**config.mk**
```make
export PLATFORM = sky130hd
export DESIGN_NAME = ssd_scan_driver
export DESIGN_NICKNAME = d
export VERILOG_FILES = /design/src/rtl/ssd_pkg.sv /design/src/rtl/ssd_scan_driver_hex_to_ssd.sv /design/src/rtl/ssd_scan_driver.sv
export SDC_FILE = /design/constraint.sdc
export NUM_CORES = 1
export LEC_CHECK = 0
export ABC_AREA = 1
export BUFFER_PORTS_ARGS = -buffer_cell sky130_fd_sc_hd__buf_2
export CORE_ASPECT_RATIO = 1.4
export CORE_MARGIN = 8
export CORE_UTILIZATION = 40
export CTS_BUF_LIST = sky130_fd_sc_hd__clkbuf_4 sky130_fd_sc_hd__clkbuf_8
export CTS_CLUSTER_DIAMETER = 200
export CTS_CLUSTER_SIZE = 16
export DETAILED_ROUTE_END_ITERATION = 8
export SKIP_CTS_REPAIR_TIMING = 1
export SLEW_MARGIN = 25
export SYNTH_ARGS = -nofsm -noshare
export SYNTH_HDL_FRONTEND = slang
export SYNTH_SLANG_ARGS = --single-unit
```
**constraint.sdc**
```tcl
create_clock -name clk -period 2.85 [get_ports clk]
set_input_delay 0.1425 -clock clk [delete_from_list [all_inputs] [get_ports clk]]
set_output_delay 0.1425 -clock clk [all_outputs]
set_load 0.05 [all_outputs]
```
**src/rtl/ssd_pkg.sv**
```systemverilog
// ssd_pkg
// Shared constants for the seven-segment scan driver: all-off levels for the
// active-low anode and cathode buses, the digit count, and the hex-to-segment
// table in active-low {g,f,e,d,c,b,a} order.
package ssd_pkg;

    localparam int unsigned NUM_DIGITS = 4;
    localparam logic [6:0]  SEG_OFF    = 7'h7F;
    localparam logic [3:0]  ANODE_OFF  = 4'hF;

    localparam logic [6:0] HEX_SEG [0:15] = '{
        7'h40, 7'h79, 7'h24, 7'h30,
        7'h19, 7'h12, 7'h02, 7'h78,
        7'h00, 7'h10, 7'h08, 7'h03,
        7'h46, 7'h21, 7'h06, 7'h0E
    };

endpackage

```
**src/rtl/ssd_scan_driver_hex_to_ssd.sv**
```systemverilog
// hex_to_ssd
// Combinational nibble to seven-segment decoder, active-low outputs.
// Ports:
//   nibble  in  4  hex digit to show
//   seg     out 7  segments {g,f,e,d,c,b,a}, 0 = lit
module hex_to_ssd
    import ssd_pkg::*;
(
    input  logic [3:0] nibble,
    output logic [6:0] seg
);

    always_comb begin
        seg = HEX_SEG[nibble];
    end

endmodule

```
**src/rtl/ssd_scan_driver.sv**
```systemverilog
// ssd_scan_driver
// Drives a 4-digit common-anode seven-segment display from an external 2-bit
// digit index. The index is double-flopped, every index change blanks the
// display for BLANK_CYCLES+1 cycles, and the displayed value is latched only
// on the 3->0 wrap so a scan never mixes two values.
// Ports:
//   clk        in   1   system clock, rising edge
//   reset      in   1   synchronous, active-high
//   digit_sel  in   2   digit index (may be asynchronous to clk)
//   value_in   in  16   value to show, digit i = value_in[4i+3:4i]
//   dp_in      in   4   decimal point per digit, active-high
//   blank_lz   in   1   1 = suppress leading zeros
//   anode      out  4   digit enables, active-low
//   cathode    out  7   segments {g..a}, active-low
//   dp         out  1   decimal point, active-low
module ssd_scan_driver
    import ssd_pkg::*;
#(
    parameter int unsigned BLANK_CYCLES = 4
) (
    input  logic        clk,
    input  logic        reset,
    input  logic [1:0]  digit_sel,
    input  logic [15:0] value_in,
    input  logic [3:0]  dp_in,
    input  logic        blank_lz,
    output logic [3:0]  anode,
    output logic [6:0]  cathode,
    output logic        dp
);

    localparam int unsigned CNT_W = (BLANK_CYCLES == 0) ? 1 : $clog2(BLANK_CYCLES + 1);
    localparam logic [CNT_W-1:0] BLANK_LOAD = CNT_W'(BLANK_CYCLES);

    logic [1:0]       sel_s1, sel_s2, sel_q;
    logic [15:0]      frame_value;
    logic [3:0]       frame_dp;
    logic             frame_lz;
    logic [CNT_W-1:0] blank_cnt;

    logic             ev;
    logic             wrap;
    logic [3:0]       nibble;
    logic [6:0]       seg;
    logic [3:0]       lz_sup;
    logic             lz_run;
    logic [3:0]       anode_nxt;
    logic [6:0]       cathode_nxt;
    logic             dp_nxt;

    assign ev     = (sel_s2 != sel_q);
    assign wrap   = ev && (sel_q == 2'd3) && (sel_s2 == 2'd0);
    assign nibble = frame_value[{sel_q, 2'b00} +: 4];

    hex_to_ssd u_hex (
        .nibble (nibble),
        .seg    (seg)
    );

    // A digit is suppressed when it and every more significant digit are
    // zero; digit 0 is excluded so a zero value still shows "0".
    always_comb begin
        lz_sup = '0;
        lz_run = frame_lz;
        for (int i = NUM_DIGITS - 1; i >= 1; i--) begin
            lz_run    = lz_run && (frame_value[4*i +: 4] == 4'h0);
            lz_sup[i] = lz_run;
        end
    end

    always_comb begin
        anode_nxt   = ANODE_OFF;
        cathode_nxt = SEG_OFF;
        dp_nxt      = 1'b1;
        if (!ev && (blank_cnt == '0) && !lz_sup[sel_q]) begin
            anode_nxt   = ~(4'b0001 << sel_q);
            cathode_nxt = seg;
            dp_nxt      = ~frame_dp[sel_q];
        end
    end

    always_ff @(posedge clk) begin
        if (reset) begin
            sel_s1      <= 2'd0;
            sel_s2      <= 2'd0;
            sel_q       <= 2'd0;
            frame_value <= 16'h0000;
            frame_dp    <= 4'h0;
            frame_lz    <= 1'b0;
            blank_cnt   <= '0;
            anode       <= ANODE_OFF;
            cathode     <= SEG_OFF;
            dp          <= 1'b1;
        end else begin
            sel_s1 <= digit_sel;
            sel_s2 <= sel_s1;
            sel_q  <= sel_s2;

            if (wrap) begin
                frame_value <= value_in;
                frame_dp    <= dp_in;
                frame_lz    <= blank_lz;
            end

            // Reload on every change so a second change inside a blank
            // window restarts the full all-off period.
            if (ev) begin
                blank_cnt <= BLANK_LOAD;
            end else if (blank_cnt != '0) begin
                blank_cnt <= blank_cnt - 1'b1;
            end

            anode   <= anode_nxt;
            cathode <= cathode_nxt;
            dp      <= dp_nxt;
        end
    end

endmodule

```
=== Word-level counts from Yosys, hierarchy flattened ===
Memory sizes are Yosys's and may differ from the RTL's. A register that Yosys moved wholly into a read port is not among the register bits.
Index checks and enable logic that the tools add are counted.

* $add $sub $neg: 1
* Multipliers: 0
* Divide/modulo/power cells: 0
* Order comparisons: 1
* Equal/unequal tests: 2
* Shifts and indexed selects: 2
* Mux-type cells: 6
* Bitwise gates (word level): 4
* Reductions and logical operators: 18

{| class="wikitable"
|+ Operators by type and width
! operator !! count
|-
| $shiftx 16x5->4 || 1
|-
| $logic_not 4->1 || 3
|-
| $logic_and 1x1->1 || 7
|-
| $mux 3 || 2
|-
| $not 4->5 || 1
|-
| $bmux 1 s2 || 2
|-
| $not 4->4 || 1
|-
| $reduce_or 2->1 || 2
|-
| $shl 1x2->4 const A || 1
|-
| $logic_not 3->1 || 1
|-
| $lt 2x3->1 const B || 1
|-
| $reduce_bool 3->1 || 1
|-
| $sub 3x1->3 const B || 1
|-
| $eq 2x2->1 const B || 1
|-
| $logic_not 1->1 || 2
|-
| $logic_not 2->1 || 1
|-
| $mux 1 || 2
|-
| $ne 2x2->1 || 1
|-
| $not 1->1 || 2
|-
| $reduce_bool 2->1 || 1
|}

* Flip-flop bits (word level): 35
* Latch bits: 0
* Memory bits (writable): 0
* Memory bits (read-only): 112
* Input bits: 25
* Output and inout bits: 12
* Word-level logic and storage cells: 45
* Memories: 1

{| class="wikitable"
|+ Memory list
! name !! depth !! bits a word !! read ports !! clocked after memory_dff !! wr ports !! line !! RTL
|-
| (name not given) || 16 || 7 || 1 || 1 || 0 || ssd_scan_driver_hex_to_ssd.sv:14 || <nowiki>seg = HEX_SEG[nibble];</nowiki>
|}

=== Logic depth before layout (Yosys ltp) ===
* Word-level depth: 10
* Gate-level depth with buffers: 11
* Depth with buffers taken out: 11

=== Cells and area by module ===
A second synthesis with hierarchy kept.

* Cell total of the unflattened synthesis: 264
* Area total of the unflattened synthesis: 1906.8 µm²

{| class="wikitable"
|+ Modules (own cells, without submodules)
! module !! instances !! cells an instance !! area an instance (µm²) !! sequential area each (µm²)
|-
| ssd_scan_driver || 1 || 211 || 1621.6 || 840.8
|-
| hex_to_ssd || 1 || 53 || 285.3 || 0.0
|}

=== Least setup slack after synthesis ===
Ideal clock, no wire load.

* Path kind: register to register
* Start point: reg sel_q[1]
* End point: reg cathode[3]
* Setup time: 0.112 ns
* Data arrival time: 1.429 ns
* Data required time: 2.738 ns
* Path slack: 1.309 ns
* Cell stages (with the launch flop): 12
* Path buffers: 1
* Period minus slack after synthesis: 1.541 ns
* Path through: dfxtp_1 inv_2 buf_2 nand3_1 nand2_1 nor2_2 inv_1 ha_1 nand2_1 nand3_1 nand2_1 nand2_1

* Word-level cells in the longest chain between the ends: 6
* Elaborated cells between the ends (all ways): 11
* Those cells by class: eq/ne: 1; shift: 1; mux: 2; bitwise: 2; reduce/logical: 5

{| class="wikitable"
|+ Ends and longest elaborated chain
! item !! line !! RTL
|-
| start, declared || ssd_scan_driver.sv:35 || <nowiki>logic [1:0] sel_s1, sel_s2, sel_q;</nowiki>
|-
| start signal, assigned || ssd_scan_driver.sv:97 || <nowiki>sel_q <= sel_s2;</nowiki>
|-
| $bmux 1 s2 or $ne 2x2->1 (tied branches) || ssd_scan_driver.sv:75, ssd_scan_driver.sv:51 ||
|-
| $mux 1 (implied by the code) or $logic_not 1->1 (tied branches) || ssd_scan_driver.sv:75 || <nowiki>if (!ev && (blank_cnt == '0) && !lz_sup[sel_q]) begin</nowiki>
|-
| $logic_not 1->1 or $logic_and 1x1->1 (tied branches) || ssd_scan_driver.sv:75 ||
|-
| $logic_and 1x1->1 || ssd_scan_driver.sv:75 ||
|-
| $not 1->1 (no source line) || - ||
|-
| $reduce_or 2->1 (no source line) || - ||
|-
| end, declared || ssd_scan_driver.sv:28 || <nowiki>output logic [6:0] cathode,</nowiki>
|}

Several ways; a longest one is shown, not always the timed one. The select of a mux whose other input is x is not followed.
A chain may end at the register's enable or synchronous reset.

=== Final worst setup path ===
* Start point: reg sel_q[1]
* End point: reg cathode[6]

The elaborated chain is that of the path after synthesis.

==> reports/metrics.json <==
{
  "number_of_antenna_violations_at_the_first_check_in_global_routing": {"value": 0},
  "avgRoutedWirePerCell": {"value": 11.28, "unit": "um"},
  "synthesis.nets": {"value": 317},
  "seqCellArea": {"value": 840.8, "unit": "sq um"},
  "routabilityCongestion": {"value": 0.8424},
  "power_dens_cells": {"value": 635.2, "unit": "nW/um^2"},
  "synth_top_area_share": {"value": 0.4308},
  "portBuffers": {"value": 36},
  "clock_path_buffers": {"value": 2},
  "layout.core_utilization": {"value": 0.4777},
  "synth.largest_area_cell": {"value": "sky130_fd_sc_hd__dfxtp_1"},
  "synth.ff_latch_count": {"value": 42},
  "fin_skew": {"value": 0.007191, "unit": "ns"},
  "fin_setup_tns": {"value": 0, "unit": "ns"},
  "multi_input_area": {"value": 968.4, "unit": "sq um"},
  "grt_pass1_wl": {"value": 7327, "unit": "um"},
  "antenna_left": {"value": 0},
  "floorplan.initialDensity": {"value": 0.4094},
  "post-place-cells": {"value": 374},
  "avgViaCountPerCell": {"value": 4.675},
  "cp.buffers_inverters": {"value": 2},
  "globalRouteOverflowTotal": {"value": 0},
  "required_time_at_the_worst_slack_endpoint": {"value": 3.01, "unit": "ns"},
  "die_y": {"value": 98.66, "unit": "um"},
  "timing.critical_path.cells": {"value": "inv_2 -> nand3_1 -> nand2_1 -> nor2_2 -> inv_1 -> ha_1 -> nand2_1 -> nand2_1 -> nand2_1 -> nand3_1"},
  "number_of_core_rows": {"value": 30},
  "nFillCells": {"value": 508},
  "core": {"value": 4767, "unit": "sq um"},
  "result_of_the_run": {"value": "completed"},
  "synthTopCellsByArea": {"value": "sky130_fd_sc_hd__dfxtp_1, sky130_fd_sc_hd__nand2_1, sky130_fd_sc_hd__nor2_1"},
  "reg2reg_setup_slack": {"value": 0.88, "unit": "ns"},
  "layout_commonest_cell": {"value": "sky130_fd_sc_hd__nand2_1"},
  "route.vias.total": {"value": 1786},
  "critical_path.startpoint_type": {"value": "flip-flop"},
  "crit_path_max_fanout": {"value": 14},
  "grt_usage": {"value": 0.1231},
  "sum_of_net_half_perimeters_after_detailed_placement": {"value": 3292, "unit": "um"},
  "max_clock_freq": {"value": 507.4, "unit": "MHz"},
  "layout-area-overhead-vs-synth": {"value": 16.67, "unit": "%"},
  "seq_area_frac_synth": {"value": 0.4308},
  "tritoncts_clock_tree": {"value": "yes"},
  "clock-sinks": {"value": 42},
  "slowest_delay": {"value": 0.60, "unit": "ns"},
  "max-slew-margin-rel": {"value": 0.6199},
  "numCtsBuffers": {"value": 5},
  "fin_cells": {"value": 382},
  "route.final.wire_length": {"value": 4308, "unit": "um"},
  "most-common-layout-cells": {"value": "sky130_fd_sc_hd__nand2_1, sky130_fd_sc_hd__nor2_1, sky130_fd_sc_hd__dfxtp_1"},
  "syn-instance-count": {"value": 283},
  "syn_area": {"value": 1952, "unit": "sq um"},
  "worst_path_dominant_cell_family": {"value": "simple AND/OR/NAND/NOR gates"},
  "min_period_over_period": {"value": 0.6915},
  "crit_path_top_cell_by_count": {"value": "sky130_fd_sc_hd__nand2_1"},
  "clock_tree.root_cell": {"value": "sky130_fd_sc_hd__clkbuf_8"},
  "finalCriticalPeriod": {"value": 1.971, "unit": "ns"},
  "syn-mean-instance-area": {"value": 6.897, "unit": "sq um"},
  "number_of_drc_violations_after_detailed_routing_iteration_0": {"value": 46},
  "holdCritPathClass": {"value": "primary input to flip-flop"},
  "antenna_cells": {"value": 0},
  "rsz0062_at_grt": {"value": "false"},
  "finalHoldViolCount": {"value": 0},
  "slowest_stage": {"value": "sky130_fd_sc_hd__dfxtp_1"},
  "final_layout_size_suffix_gt1_frac": {"value": 0.1792},
  "worst_slack": {"value": 0.8793, "unit": "ns"},
  "vias_in_the_first_global_route": {"value": 1698},
  "path_clk_slew": {"value": 0.07, "unit": "ns"},
  "fp.dieArea": {"value": 7403, "unit": "sq um"},
  "yosys_warnings": {"value": 0},
  "finish.net_count": {"value": 351},
  "setup_viol_count_final": {"value": 0},
  "max_cap_violations": {"value": 0},
  "worstMarginPinSlew": {"value": 0.5695, "unit": "ns"},
  "slew_violations": {"value": 0},
  "place_ws": {"value": 0.9254, "unit": "ns"},
  "timing.critical_path.arrival": {"value": 2.13, "unit": "ns"},
  "vdd_ir_drop_max": {"value": 0.3526, "unit": "mV"},
  "boundaryPins": {"value": 37},
  "critPathKind": {"value": "flip-flop to flip-flop"},
  "die_x": {"value": 75.04, "unit": "um"},
  "synth.lib_cells_used.distinct": {"value": 21},
  "drcViolationCount": {"value": 0},
  "worstSkewPairLatency": {"value": 0.29, "unit": "ns"},
  "worstSetupEndpointType": {"value": "flip-flop"},
  "drt-pass1-iter-count": {"value": 4},
  "hold-worst-slack": {"value": 0.05405, "unit": "ns"},
  "leakagePower": {"value": 1.102, "unit": "nW"},
  "grt_max_degree": {"value": 26},
  "cts.htree.levels": {"value": 2}
}
[cells by family after synthesis]
logic type	after synthesis	share of synthesized area
AND/OR/NAND/NOR	168	0.3564
adder cells (fa/ha/maj)	9	0.05769
AO/OA/AOI/OAI	30	0.07757
XOR/XNOR	1	0.004488
flip-flops	42	0.4308
buffers and inverters	33	0.07308
[per-layer routing]
layer,wire [um],GRT usage
met5,0,0
met4,56,0.03788
met3,218,0.03049
met2,2163,0.2123
met1,1869,0.1407
[registers in the layout, summed over array words and instances (netlist names)]
name,count
sel_q,2
cathode,7
sel_s1,2
sel_s2,2
dp,1
blank_cnt,3
anode,4
frame_lz,1
frame_dp,4
frame_value,16
[layout make-up]
cell class,instances,area share
inverters,22,0.03626
repair buffers,38,0.08571
clock buffers,8,0.04835
well taps,64,0.03516
multi-input cells,208,0.4253
flip-flops and latches,42,0.3692
[cells in the mapped netlist, drive strengths merged]
library cell and count:
nand2 70, nand3 30, a21oi 7, clkbuf 2, buf 9, dfxtp 42, or2 1, o21ai 22
nor3 3, xor2 1, nand3b 1, o22ai 1, nor2 63, inv 22, ha 9
[metrics by stage]
stage / power [W] / instance area (sq um)
2_1_floorplan: 0.0009574 / 1952
3_3_place_gp: 0.001021 / 2167
3_5_place_dp: 0.001028 / 2167
4_1_cts: 0.001463 / 2277
5_1_grt: 0.001532 / 2277
6_report: 0.001446 / 2277
[power by group]
part           switching (W)  internal [W]  leakage [nW]
Sequential         0.0000204      0.000644         0.342
Clock               0.000195      0.000245        0.0575
Combinational       0.000240      0.000102         0.703
Total               0.000456      0.000991          1.10
[worst min-delay path: cells and delay by family]
| kind | cells | cell delay [ns] |
|---|---|---|
| and+or+nand+nor | 1 | 0.06 |
| buffers and inverters | 2 | 0.10 |
[path summary, 6_finish.rpt]
kind	from	to	cells past startpoint
min	digit_sel[0]	sel_s1[0]	3
min reg2reg	sel_s1[0]	sel_s2[0]	2
max	sel_q[1]	cathode[6]	10
max reg2reg	sel_q[1]	cathode[6]	10
No activity file was read; power rests on OpenSTA's default activity.
